$ cat config.mk
export PLATFORM = sky130hd
export DESIGN_NAME = bsg_bp_mc_link_responder_flat
export DESIGN_NICKNAME = d
export VERILOG_FILES = /design/src/rtl/bsg_bp_mc_responder_pkg.sv /design/src/rtl/bsg_bp_mc_link_responder_if.sv /design/src/rtl/bsg_bp_mc_responder_mem.sv /design/src/rtl/bsg_bp_mc_link_responder.sv /design/src/flat_wrapper.sv
export SDC_FILE = /design/constraint.sdc
export NUM_CORES = 2
export LEC_CHECK = 0
export CELL_PAD_IN_SITES_DETAIL_PLACEMENT = 0
export CELL_PAD_IN_SITES_GLOBAL_PLACEMENT = 1
export CORE_MARGIN = 2
export CORE_UTILIZATION = 40
export CTS_CLUSTER_SIZE = 24
export DETAILED_ROUTE_END_ITERATION = 6
export GPL_ROUTABILITY_DRIVEN = 0
export PLACE_DENSITY = 0.71
export SYNTH_ARGS = -nofsm -noshare
export SYNTH_HDL_FRONTEND = slang
export SYNTH_SLANG_ARGS = --single-unit
$ cat constraint.sdc
create_clock -name clk_i -period 8.2 [get_ports clk_i]
set_input_delay 1.23 -clock clk_i [delete_from_list [all_inputs] [get_ports clk_i]]
set_output_delay 1.23 -clock clk_i [all_outputs]
set_load 0.1 [all_outputs]
$ cat src/rtl/bsg_bp_mc_responder_pkg.sv
// Shared types for the manycore link responder: packet formats, FSM states,
// index width and AMO helpers. AMO support is enabled by BSG_BP_MC_RESPONDER_AMO_EN.
package bsg_bp_mc_responder_pkg;

    localparam int unsigned mc_addr_width_gp    = 28;
    localparam int unsigned mc_data_width_gp    = 32;
    localparam int unsigned mc_x_cord_width_gp  = 7;
    localparam int unsigned mc_y_cord_width_gp  = 7;
    localparam int unsigned mc_reg_id_width_gp  = 5;
    localparam int unsigned mc_mask_width_gp    = mc_data_width_gp / 8;
    localparam int unsigned els_gp              = 64;
    localparam int unsigned idx_width_gp        = $clog2(els_gp);
    localparam int unsigned err_cnt_width_gp    = 16;

    typedef enum logic [2:0] {
        e_op_load    = 3'd0,
        e_op_store   = 3'd1,
        e_op_amoswap = 3'd2,
        e_op_amoadd  = 3'd3,
        e_op_amoor   = 3'd4,
        e_op_amoand  = 3'd5
    } mc_op_e;

    typedef enum logic [1:0] {
        e_return_credit = 2'd0,
        e_return_int_wb = 2'd1
    } mc_ret_e;

    typedef enum logic [1:0] {
        eIdle   = 2'd0,
        eAccess = 2'd1,
        eAmoWr  = 2'd2,
        eResp   = 2'd3
    } state_e;

    typedef struct packed {
        logic [mc_addr_width_gp-1:0]   addr;
        mc_op_e                        op;
        logic [mc_mask_width_gp-1:0]   mask;
        logic [mc_reg_id_width_gp-1:0] reg_id;
        logic [mc_data_width_gp-1:0]   data;
        logic [mc_y_cord_width_gp-1:0] src_y;
        logic [mc_x_cord_width_gp-1:0] src_x;
        logic [mc_y_cord_width_gp-1:0] dst_y;
        logic [mc_x_cord_width_gp-1:0] dst_x;
    } fwd_pkt_s;

    // y_cord/x_cord route the response back; from_* identify this responder
    typedef struct packed {
        mc_ret_e                       ret_type;
        logic [mc_data_width_gp-1:0]   data;
        logic [mc_reg_id_width_gp-1:0] reg_id;
        logic [mc_y_cord_width_gp-1:0] y_cord;
        logic [mc_x_cord_width_gp-1:0] x_cord;
        logic [mc_y_cord_width_gp-1:0] from_y;
        logic [mc_x_cord_width_gp-1:0] from_x;
    } rev_pkt_s;

    function automatic logic is_amo(input mc_op_e op);
        return (op == e_op_amoswap) || (op == e_op_amoadd)
            || (op == e_op_amoor)   || (op == e_op_amoand);
    endfunction

    function automatic logic [mc_data_width_gp-1:0] amo_apply(
        input mc_op_e                      op,
        input logic [mc_data_width_gp-1:0] old_v,
        input logic [mc_data_width_gp-1:0] operand);
        case (op)
            e_op_amoswap: return operand;
            e_op_amoadd:  return old_v + operand;
            e_op_amoor:   return old_v | operand;
            e_op_amoand:  return old_v & operand;
            default:      return old_v;
        endcase
    endfunction

endpackage

$ cat src/rtl/bsg_bp_mc_link_responder_if.sv
// Forward request / reverse response channel pair of one manycore proc link.
interface bsg_bp_mc_link_responder_if;
    import bsg_bp_mc_responder_pkg::*;

    logic     fwd_v;
    fwd_pkt_s fwd_data;
    logic     fwd_ready;
    logic     rev_v;
    rev_pkt_s rev_data;
    logic     rev_ready;

    modport master (output fwd_v, fwd_data, rev_ready,
                    input  fwd_ready, rev_v, rev_data);
    modport slave  (input  fwd_v, fwd_data, rev_ready,
                    output fwd_ready, rev_v, rev_data);
endinterface

$ cat src/rtl/bsg_bp_mc_responder_mem.sv
// Word-addressed scratch memory: synchronous read, byte-masked write.
// data_o only changes on a read, so it holds the last read value.
module bsg_bp_mc_responder_mem #(
    parameter int unsigned els_p        = 64,
    parameter int unsigned data_width_p = 32,
    parameter int unsigned idx_width_p  = 6
) (
    input  logic                      clk_i,
    input  logic                      v_i,
    input  logic                      w_i,
    input  logic [idx_width_p-1:0]    addr_i,
    input  logic [data_width_p-1:0]   data_i,
    input  logic [data_width_p/8-1:0] mask_i,
    output logic [data_width_p-1:0]   data_o
);
    localparam int unsigned mask_width_lp = data_width_p / 8;

    logic [data_width_p-1:0] mem_r [els_p];

    always_ff @(posedge clk_i) begin
        if (v_i) begin
            if (w_i) begin
                for (int b = 0; b < mask_width_lp; b++) begin
                    if (mask_i[b]) mem_r[addr_i][8*b +: 8] <= data_i[8*b +: 8];
                end
            end else begin
                data_o <= mem_r[addr_i];
            end
        end
    end
endmodule

$ cat src/rtl/bsg_bp_mc_link_responder.sv
// Manycore target endpoint: queues forward requests, accesses the scratch
// memory and returns one response per request. AMOs need BSG_BP_MC_RESPONDER_AMO_EN.
module bsg_bp_mc_link_responder
    import bsg_bp_mc_responder_pkg::*;
#(
    parameter int unsigned els_p           = els_gp,
    parameter int unsigned err_cnt_width_p = err_cnt_width_gp
) (
    input  logic                              clk_i,
    input  logic                              reset_i,
    bsg_bp_mc_link_responder_if.slave         link_sif,
    input  logic [mc_x_cord_width_gp-1:0]     global_x_i,
    input  logic [mc_y_cord_width_gp-1:0]     global_y_i,
    output logic [err_cnt_width_p-1:0]        err_count_o,
    output logic                              busy_o
);
    localparam int unsigned lg_els_lp = $clog2(els_p);

    // two-entry ingress fifo; the head stays queued until its response is taken
    fwd_pkt_s   fifo_mem [2];
    logic       wr_ptr_r, rd_ptr_r;
    logic [1:0] fifo_cnt_r, fifo_cnt_next_c;
    logic       fwd_ready_r;
    logic       enq_c, deq_c, fifo_v_c;

    state_e     state_r;
    fwd_pkt_s   pkt_r;
    logic       bad_r, rev_v_r, busy_r;
    logic [err_cnt_width_p-1:0] err_cnt_r;

    logic       oor_c, supported_c, bad_c, amo_go_c;
    logic                        mem_v_c, mem_w_c;
    logic [mc_data_width_gp-1:0] mem_data_c, mem_q;
    logic [mc_mask_width_gp-1:0] mem_mask_c;
    rev_pkt_s   rev_data_c;
    logic       unused_dst;

    assign enq_c           = link_sif.fwd_v & fwd_ready_r;
    assign deq_c           = rev_v_r & link_sif.rev_ready;
    assign fifo_v_c        = (fifo_cnt_r != 2'd0);
    assign fifo_cnt_next_c = fifo_cnt_r + 2'(enq_c) - 2'(deq_c);

    always_ff @(posedge clk_i) begin
        if (reset_i) begin
            wr_ptr_r    <= 1'b0;
            rd_ptr_r    <= 1'b0;
            fifo_cnt_r  <= 2'd0;
            fwd_ready_r <= 1'b0;
        end else begin
            if (enq_c) begin
                fifo_mem[wr_ptr_r] <= link_sif.fwd_data;
                wr_ptr_r           <= ~wr_ptr_r;
            end
            if (deq_c) rd_ptr_r <= ~rd_ptr_r;
            fifo_cnt_r  <= fifo_cnt_next_c;
            fwd_ready_r <= (fifo_cnt_next_c != 2'd2);
        end
    end

    assign oor_c = (pkt_r.addr[mc_addr_width_gp-1:lg_els_lp] != '0);
`ifdef BSG_BP_MC_RESPONDER_AMO_EN
    assign supported_c = (pkt_r.op == e_op_load) | (pkt_r.op == e_op_store) | is_amo(pkt_r.op);
    assign amo_go_c    = is_amo(pkt_r.op) & ~oor_c;
`else
    assign supported_c = (pkt_r.op == e_op_load) | (pkt_r.op == e_op_store);
    assign amo_go_c    = 1'b0;
`endif
    assign bad_c = oor_c | ~supported_c;

    // memory port: access in eAccess, read-modify-write completes in eAmoWr
    always_comb begin
        mem_v_c    = 1'b0;
        mem_w_c    = 1'b0;
        mem_data_c = pkt_r.data;
        mem_mask_c = pkt_r.mask;
        if (state_r == eAccess && !bad_c) begin
            mem_v_c = 1'b1;
            mem_w_c = (pkt_r.op == e_op_store);
        end
`ifdef BSG_BP_MC_RESPONDER_AMO_EN
        if (state_r == eAmoWr) begin
            mem_v_c    = 1'b1;
            mem_w_c    = 1'b1;
            mem_data_c = amo_apply(pkt_r.op, mem_q, pkt_r.data);
            mem_mask_c = '1;
        end
`endif
    end

    bsg_bp_mc_responder_mem #(
        .els_p        (els_p),
        .data_width_p (mc_data_width_gp),
        .idx_width_p  (lg_els_lp)
    ) mem (
        .clk_i  (clk_i),
        .v_i    (mem_v_c),
        .w_i    (mem_w_c),
        .addr_i (pkt_r.addr[lg_els_lp-1:0]),
        .data_i (mem_data_c),
        .mask_i (mem_mask_c),
        .data_o (mem_q)
    );

    always_ff @(posedge clk_i) begin
        if (reset_i) begin
            state_r   <= eIdle;
            pkt_r     <= '0;
            bad_r     <= 1'b0;
            rev_v_r   <= 1'b0;
            busy_r    <= 1'b0;
            err_cnt_r <= '0;
        end else begin
            case (state_r)
                eIdle: begin
                    if (fifo_v_c) begin
                        pkt_r   <= fifo_mem[rd_ptr_r];
                        state_r <= eAccess;
                        busy_r  <= 1'b1;
                    end
                end
                eAccess: begin
                    bad_r <= bad_c;
                    if (bad_c && err_cnt_r != '1)
                        err_cnt_r <= err_cnt_r + err_cnt_width_p'(1);
                    if (amo_go_c) begin
                        state_r <= eAmoWr;
                    end else begin
                        state_r <= eResp;
                        rev_v_r <= 1'b1;
                    end
                end
                eAmoWr: begin
                    state_r <= eResp;
                    rev_v_r <= 1'b1;
                end
                eResp: begin
                    if (link_sif.rev_ready) begin
                        state_r <= eIdle;
                        rev_v_r <= 1'b0;
                        busy_r  <= 1'b0;
                    end
                end
                default: begin
                    state_r <= eIdle;
                    rev_v_r <= 1'b0;
                    busy_r  <= 1'b0;
                end
            endcase
        end
    end

    // response fields come only from flops, so they stay stable while stalled
    always_comb begin
        rev_data_c          = '0;
        rev_data_c.ret_type = (pkt_r.op == e_op_store) ? e_return_credit : e_return_int_wb;
        rev_data_c.data     = (bad_r || pkt_r.op == e_op_store) ? '0 : mem_q;
        rev_data_c.reg_id   = pkt_r.reg_id;
        rev_data_c.y_cord   = pkt_r.src_y;
        rev_data_c.x_cord   = pkt_r.src_x;
        rev_data_c.from_y   = global_y_i;
        rev_data_c.from_x   = global_x_i;
    end

    assign unused_dst         = ^{pkt_r.dst_y, pkt_r.dst_x};
    assign link_sif.fwd_ready = fwd_ready_r;
    assign link_sif.rev_v     = rev_v_r;
    assign link_sif.rev_data  = rev_data_c;
    assign err_count_o        = err_cnt_r;
    assign busy_o             = busy_r;
endmodule
$ cat src/flat_wrapper.sv
// flat-port wrapper written by rule: the top's interface ports become plain ports
module bsg_bp_mc_link_responder_flat import bsg_bp_mc_responder_pkg::*;
#(
    parameter int unsigned els_p           = els_gp,
    parameter int unsigned err_cnt_width_p = err_cnt_width_gp
)
  (clk_i, reset_i, global_x_i, global_y_i, err_count_o, busy_o, link_sif_fwd_v, link_sif_fwd_data, link_sif_rev_ready, link_sif_fwd_ready, link_sif_rev_v, link_sif_rev_data);
  bsg_bp_mc_link_responder_if link_sif_i ();
  input  logic clk_i;
  input  logic reset_i;
  input  logic [mc_x_cord_width_gp-1:0] global_x_i;
  input  logic [mc_y_cord_width_gp-1:0] global_y_i;
  output logic [err_cnt_width_p-1:0] err_count_o;
  output logic busy_o;
  input wire logic [$bits(link_sif_i.fwd_v)-1:0] link_sif_fwd_v;
  input wire logic [$bits(link_sif_i.fwd_data)-1:0] link_sif_fwd_data;
  input wire logic [$bits(link_sif_i.rev_ready)-1:0] link_sif_rev_ready;
  output wire logic [$bits(link_sif_i.fwd_ready)-1:0] link_sif_fwd_ready;
  output wire logic [$bits(link_sif_i.rev_v)-1:0] link_sif_rev_v;
  output wire logic [$bits(link_sif_i.rev_data)-1:0] link_sif_rev_data;
  assign link_sif_i.fwd_v = link_sif_fwd_v;
  assign link_sif_i.fwd_data = link_sif_fwd_data;
  assign link_sif_i.rev_ready = link_sif_rev_ready;
  assign link_sif_fwd_ready = link_sif_i.fwd_ready;
  assign link_sif_rev_v = link_sif_i.rev_v;
  assign link_sif_rev_data = link_sif_i.rev_data;
  bsg_bp_mc_link_responder #(.els_p(els_p), .err_cnt_width_p(err_cnt_width_p)) u_core (.clk_i(clk_i), .reset_i(reset_i), .link_sif(link_sif_i), .global_x_i(global_x_i), .global_y_i(global_y_i), .err_count_o(err_count_o), .busy_o(busy_o));
endmodule
---- After elaboration in Yosys (flattened, before gate mapping) ----
Memories as Yosys holds them, arrays and structs flattened. A register that Yosys moved wholly into a read port is not among the register bits.
Index checks and enable logic that the tools add are counted.
word-level totals
  input bits .............................. 118
  flip-flop bits (word level) ............. 26
  output and inout bits ................... 86
  word-level logic and storage cells ...... 77
  memories kept ........................... 2
  bits in writable memories ............... 2248
memories
  name              words  bits a word  rd ports  clocked after Yosys merged registers in  write ports  RTL line                        RTL
  u_core.mem.mem_r  64     32           1         1                                        1            bsg_bp_mc_responder_mem.sv:18   logic [data_width_p-1:0] mem_r [els_p];
  u_core.fifo_mem   2      100          1         1                                        1            bsg_bp_mc_link_responder.sv:20  fwd_pkt_s fifo_mem [2];
operators by class
  add/subtract/negate cells ............... 3
  reduce and logical (&&, ||, !) cells .... 17
  multiplexer cells ....................... 30
  bitwise gates (word level) .............. 8
  equal/unequal tests ..................... 8
operators by type and width
  operator                                               number
  2-to-1 mux 32 bit                                      1
  2-to-1 mux 1 bit                                       24
  nonzero test 22 bit                                    1
  adder 16 x 1 -> 16 bit, second input constant          1
  inequality test 16 bit, second input constant          1
  AND reduction 2 bit                                    5
  one-hot mux 2 bit (3 select lines)                     1
  nonzero test 2 bit                                     3
  == test 2 bit, second input constant                   2
  2-to-1 mux 2 bit                                       2
  inequality test 2 bit, second input constant           2
  NOT 1 bit                                              4
  one-hot mux 1 bit (2 select lines)                     2
  == test 3 x 1 -> 1 bit, second input constant          1
  zero test 3 bit                                        1
  AND reduction 3 bit                                    1
  adder 2 x 1 -> 2 bit                                   1
  AND 1 bit                                              2
  == test 2 x 1 -> 1 bit, second input constant          1
  logical AND 1 bit                                      2
  zero test 2 bit                                        1
  inequality test 2 x 1 -> 1 bit, second input constant  1
  OR 1 bit                                               2
  OR reduction 2 bit                                     1
  3 further kinds                                        3

---- Depth between registers and ports, before layout ----
  depth after elaboration ................. 10
  mapped depth ............................ 12
  mapped depth without buffers ............ 8

---- Hierarchy ----
From an unflattened synthesis, not the netlist that was laid out.
unflattened totals
  cells, all modules ...................... 5460
  area, all modules ....................... 90372.9 um^2
modules (own cells, without submodules)
  module                    cells each  times used  area an instance (um^2)
  bsg_bp_mc_responder_mem   4670        1           79657.6
  bsg_bp_mc_link_responder  790         1           10715.3

---- Least setup slack after synthesis ----
OpenSTA, ideal clock, no wires.
  path kind ............................... input -> register
  from .................................... input reset_i
  to ...................................... memory u_core.fifo_mem[1][14] (netlist name), enable pin
  required time ........................... 7.546 ns
  stages .................................. 3
  setup slack ............................. -0.329 ns
  data arrival time ....................... 7.875 ns
  cell sequence ........................... clkbuf_1 > clkbuf_1 > nor3b_1
between the ends
  longest elaborated chain between the ends .. 2
RTL lines
  what                                    RTL line                        RTL
  start: declaration                      flat_wrapper.sv:10              input logic reset_i;
  2-to-1 mux 1 bit                        bsg_bp_mc_link_responder.sv:44  if (reset_i) begin
  2-to-1 mux 1 bit (implied by the code)  bsg_bp_mc_link_responder.sv:51  fifo_mem[wr_ptr_r] <= link_sif.fwd_data;
  end: declaration                        bsg_bp_mc_link_responder.sv:20
Every way passes these cells.

---- Worst setup path in the final report ----
  from .................................... register u_core.pkt_r[72] (netlist name)
  to ...................................... memory u_core.mem.mem_r[57][31], enable pin
RTL lines
  what                      RTL line                         RTL
  start: declaration        bsg_bp_mc_link_responder.sv:27   fwd_pkt_s pkt_r;
  start signal: assignment  bsg_bp_mc_link_responder.sv:116  pkt_r <= fifo_mem[rd_ptr_r];
  end: declaration          bsg_bp_mc_responder_mem.sv:18
Straight into the memory's write port.

==> results <==
- The DRC violation total after the first TritonRoute iteration is 8215.
- The layout has 19.4k filler cells.
- The count of mapped cells out of synthesis is 5392.
- Relative to the synthesized area, the layout overhead comes to 12.7%.
- The number of nets in the final layout is approximately 5.6k.
- For the finished layout, the period the worst path requires is 5.18 ns.
- The non-filler instance count after layout is 8726.
- The critical path required time is 8.66 ns.
- Static timing analysis puts the maximum clock frequency at 0.193 GHz.
- Wire segments on met2 add up to ~120000 microns in the final route.
- Once the clock tree was built, the resizer swapped 0 gates to a different size.
- The synthesized netlist occupies a cell area of around 90000 sq um.
- The number of different library cells in the post-synthesis netlist is 81.
- For this run, design rule violations remaining after detail routing come to 0.
- The worst-case IR drop observed on VDD is 266 uV.
- After synthesis, flip-flops and latches occupy between 70% and 80% of the total area.
- The total of buffers placed on input and output ports is 160.
- The highest metal layer used by the detailed router is met5.
- CTS placed an instance of clkbuf_16 at the clock tree root.
- The min-delay analysis places its worst path in the category reg2reg.
- The final design utilization is between 40% and 50%.
- The total of hold buffers inserted after clock tree synthesis is 0.
- The count of cells along the worst hold path is 2.
- For this run, the slowest stage of the critical path takes ~1.1 ns.
- For the worst flop-to-flop path, the logic depth is 5.
- In the final routed layout, each cell accounts on average for about 33 microns.
- Together, buffers and inverters on the worst path number 1.
- For this run, asynchronously set or reset flops after synthesis account for 0%.
- The kind of launch point of the worst setup path is a flop.
- The placed instances occupy a cell area of 96000 sq um.
- The area of the die is 233000 sq um.
- Counting along the longest clock path gives a buffer depth of 3.
- The clock arrives with about 0.046 ns of skew.
- The final critical-path share of the clock period is 63.2%.
- The number of enable flip-flop cells after synthesis is 2252.
- After synthesis, the largest area contributor takes up around three quarters of total cell area.
- The endpoint of the worst hold path is u_core.mem_data_c[26].
- The post-synthesis cell type with the largest combined area is edfxtp_1.
- The total stage count of the critical path is 5.
- The transition time of the tightest slew-check pin is between 1 and 1.5 ns.
- STA classifies the critical path endpoint as a flop.
- The count of nets left with antenna violations once routing finished came out at 0.
- The most frequent cell after synthesis is edfxtp_1.
- The number of nets handed over by synthesis was 5518.
- After clock tree synthesis, the clock-pin slew on the worst setup and hold paths is 0.06 ns.
- Entering global routing, the biggest net connects between 100 and 150 pins.
- The number of placement rows is 175.
- The worst path arrival time is 5.64 ns.
- The floorplan step defined a core boundary enclosing 227000 sq um.
- The clock tree from TritonCTS is yes.
- The number of antenna violations at the first check in global routing is 32.
- The clock buffer count from CTS is 228.
- The first global-routing pass estimated between 300000 and 400000 microns of wire.
- The tool flagged a number of max-cap violations equal to 0.
- For this configuration, the core starts out at a cell density of 40.3%.
- The die height is approximately 480 microns.
- The warning count from the yosys run is 0.
- The total length of routed wires is 285000 microns.
- The number of H-tree levels is 4.
- The overall track demand over capacity in global routing is 24.0%.
- The setup-violating endpoint count in the final report is 0.
- The tree built by TritonCTS fans out to roughly 2.4k sinks.
- The run finished with clean final reports.
- The normalized max-slew margin is 6.33%.
- Walking the worst path, the cells encountered are nand2b_2 > nor2_4 > buf_4 > nand2_1 > nor2_1.
- The cell family with the largest share of critical-path delay is simple AND/OR/NAND/NOR gates.
- The top flip-flop cell by instance count after synthesis is edfxtp_1.
- Dividing the detail-routed via count by the number of cells gives 6.07.
- Of all nets on the critical path, the largest fanout is 25.
- By area the synthesized netlist is led by edfxtp_1, mux2i_1, dfxtp_1, nor2_1, mux2_2.
- In the final routing, the length of wire on met1 measures 109000 microns.
- In this run the count of I/O pins placed on the die edge is ~200.
- The number of global-route vias before repair is 50.2k.
- The leakage power of the design is 31.6 nW.
- The clock latency at the later pin of the worst-skew pair is 0.86 ns.
- Post-CTS timing repair inserted 0 buffers for setup.
- Counting instances in the post-synthesis netlist gives the leading cell types as edfxtp_1, nor2_1, mux2i_1.
- Averaged over all synthesized cells, the footprint is 17.0 sq um.
- The sum of overflow across all layers after global routing is 0.
- Dividing total power by cell area gives a power density of 301 nW/um^2.
- The slowest cell on the critical path is nor2_1.
- Setup slack on the worst reg-to-reg path comes out at 3.02 ns.
- The worst register-to-register path ends at u_core.mem.mem_r[57][31].
- The sum of negative setup slack is 0 ns.
- The worst register-to-register path begins at u_core.pkt_r[72].
- The HPWL reported at the end of detailed placement is between 150000 and 200000 microns.
- After detailed placement, the design holds a cell count of a little over 8k.
- After detailed routing, the met3 layer carries 37500 microns of wire.
- Counting flops and latches in the post-synthesis netlist gives roughly 2.4k.
- The final-report max-slew violation count is 0.
- Setup repair after global routing left no endpoint under its margin.
- The number of hold-slack violations in the final timing report is 0.
- The worst hold path begins at u_core.mem_data_c[26].
- Measured along the x axis, the die boundary spans 482 microns.
- The first detailed-routing pass ran for 6 iterations.
- The finished cells cover 103000 sq um.
- By startpoint and endpoint, the worst setup path is classified as reg2reg.
- The vias after detailed routing is 52.9k.
- In the final layout, the share of cells above drive strength 1 is 13.4%.
-- worst register-to-register path: stages (launching register included) --
cell	delay, ns
dfxtp_4	0.71
nand2b_2	0.69
nor2_4	1.01
buf_4	0.50
nand2_1	0.81
nor2_1	1.08
-- worst max-delay path by stage --
stage / slack (ns) / end / from
2_1_floorplan: 2.57 / u_core.fifo_mem[0][14] / reset_i
3_3_place_gp: 3.44 / u_core.mem.mem_r[57][20] / u_core.pkt_r[72]
3_5_place_dp: 3.36 / u_core.mem.mem_r[57][20] / u_core.pkt_r[72]
4_1_cts: 3.24 / link_sif_rev_data[60] / u_core.pkt_r[71]
5_1_grt: 3.20 / link_sif_rev_data[60] / u_core.pkt_r[70]
6_report: 3.02 / u_core.mem.mem_r[57][31] / u_core.pkt_r[72]
-- kinds of logic (layout without fill, tap and decap cells) --
family / count (synthesis) / in the layout / share of synthesized area [%]
compound gates: 1082 / 1082 / 8.42
xor+xnor: 18 / 18 / 0.172
fa+ha+maj: 8 / 8 / 0.109
buf+inv: 426 / 731 / 2.51
flops: 2364 / 2364 / 76.3
mux: 668 / 668 / 8.57
other cells: 1 / 21 / 0.00409
simple gates: 825 / 825 / 3.92
-- cell usage in the layout, fill, tap and decap left out, types with 39 or more instances in the layout --
cell type | Yosys | final
dfxtp_1 | 112 | 76
o21ai_0 | 135 | 135
a21oi_1 | 167 | 167
mux2i_1 | 431 | 431
clkinv_1 | 0 | 57
clkdlybuf4s50_1 | 0 | 159
mux2_2 | 152 | 152
and2_1 | 41 | 39
nor2_1 | 468 | 459
mux4_2 | 76 | 76
a221oi_1 | 191 | 191
a211oi_1 | 108 | 108
o22ai_1 | 136 | 136
buf_4 | 94 | 127
clkbuf_16 | 0 | 230
a22oi_1 | 149 | 149
clkbuf_1 | 149 | 59
a221o_1 | 43 | 43
nand2_1 | 162 | 157
clkinv_2 | 0 | 41
edfxtp_1 | 2252 | 2252
-- state kept, by name, indices dropped and copies added, names as in the netlist, 2 cells and up --
register and cells:
u_core.link_sif.rev_data 19, u_core.err_count_o 16, u_core.fifo_cnt_r 2, u_core.fifo_mem 172
u_core.mem_data_c 32, u_core.mem.data_o 32, u_core.mem_mask_c 4, u_core.state_r 2
u_core.pkt_r 31, u_core.mem.mem_r 2048
-- final cells by class --
class / instances / area [sq um] / share of cell area (%)
flip-flops and latches: 2364 / 69900 / 67.7
multi-input cells: 2602 / 19600 / 19.0
clock buffers: 294 / 6050 / 5.86
well taps: 3009 / 3760 / 3.65
repair buffers: 292 / 2670 / 2.58
clock inverters: 131 / 1130 / 1.10
inverters: 14 / 60.1 / 0.0582
diodes: 20 / 50.0 / 0.0485
-- power by group --
| part | total [mW] | switching (mW) | internal [mW] |
|---|---|---|---|
| logic | 6.51 | 4.74 | 1.77 |
| registers | 14.3 | 0.285 | 14.0 |
| clock network | 10.2 | 4.53 | 5.72 |
| total | 31.1 | 9.55 | 21.5 |
-- routing by layer --
layer  global-route usage [%]  vias up
li1                         -    21787
met1                     32.7    26989
met2                     35.2     3514
met3                     7.52      595
met4                     10.5       42
met5                        0        -
-- through the flow --
step / setup slack [ns] / total power, mW / hold slack [ns]
3_3_place_gp: 3.44 / 20.9 / 0.486
4_1_cts: 3.24 / 31.0 / 0.500
2_1_floorplan: 2.57 / 18.5 / 0.467
3_5_place_dp: 3.36 / 21.0 / 0.491
5_1_grt: 3.20 / 31.9 / 0.516
6_report: 3.02 / 31.1 / 0.496
No activity file was read; power rests on OpenSTA's default activity.
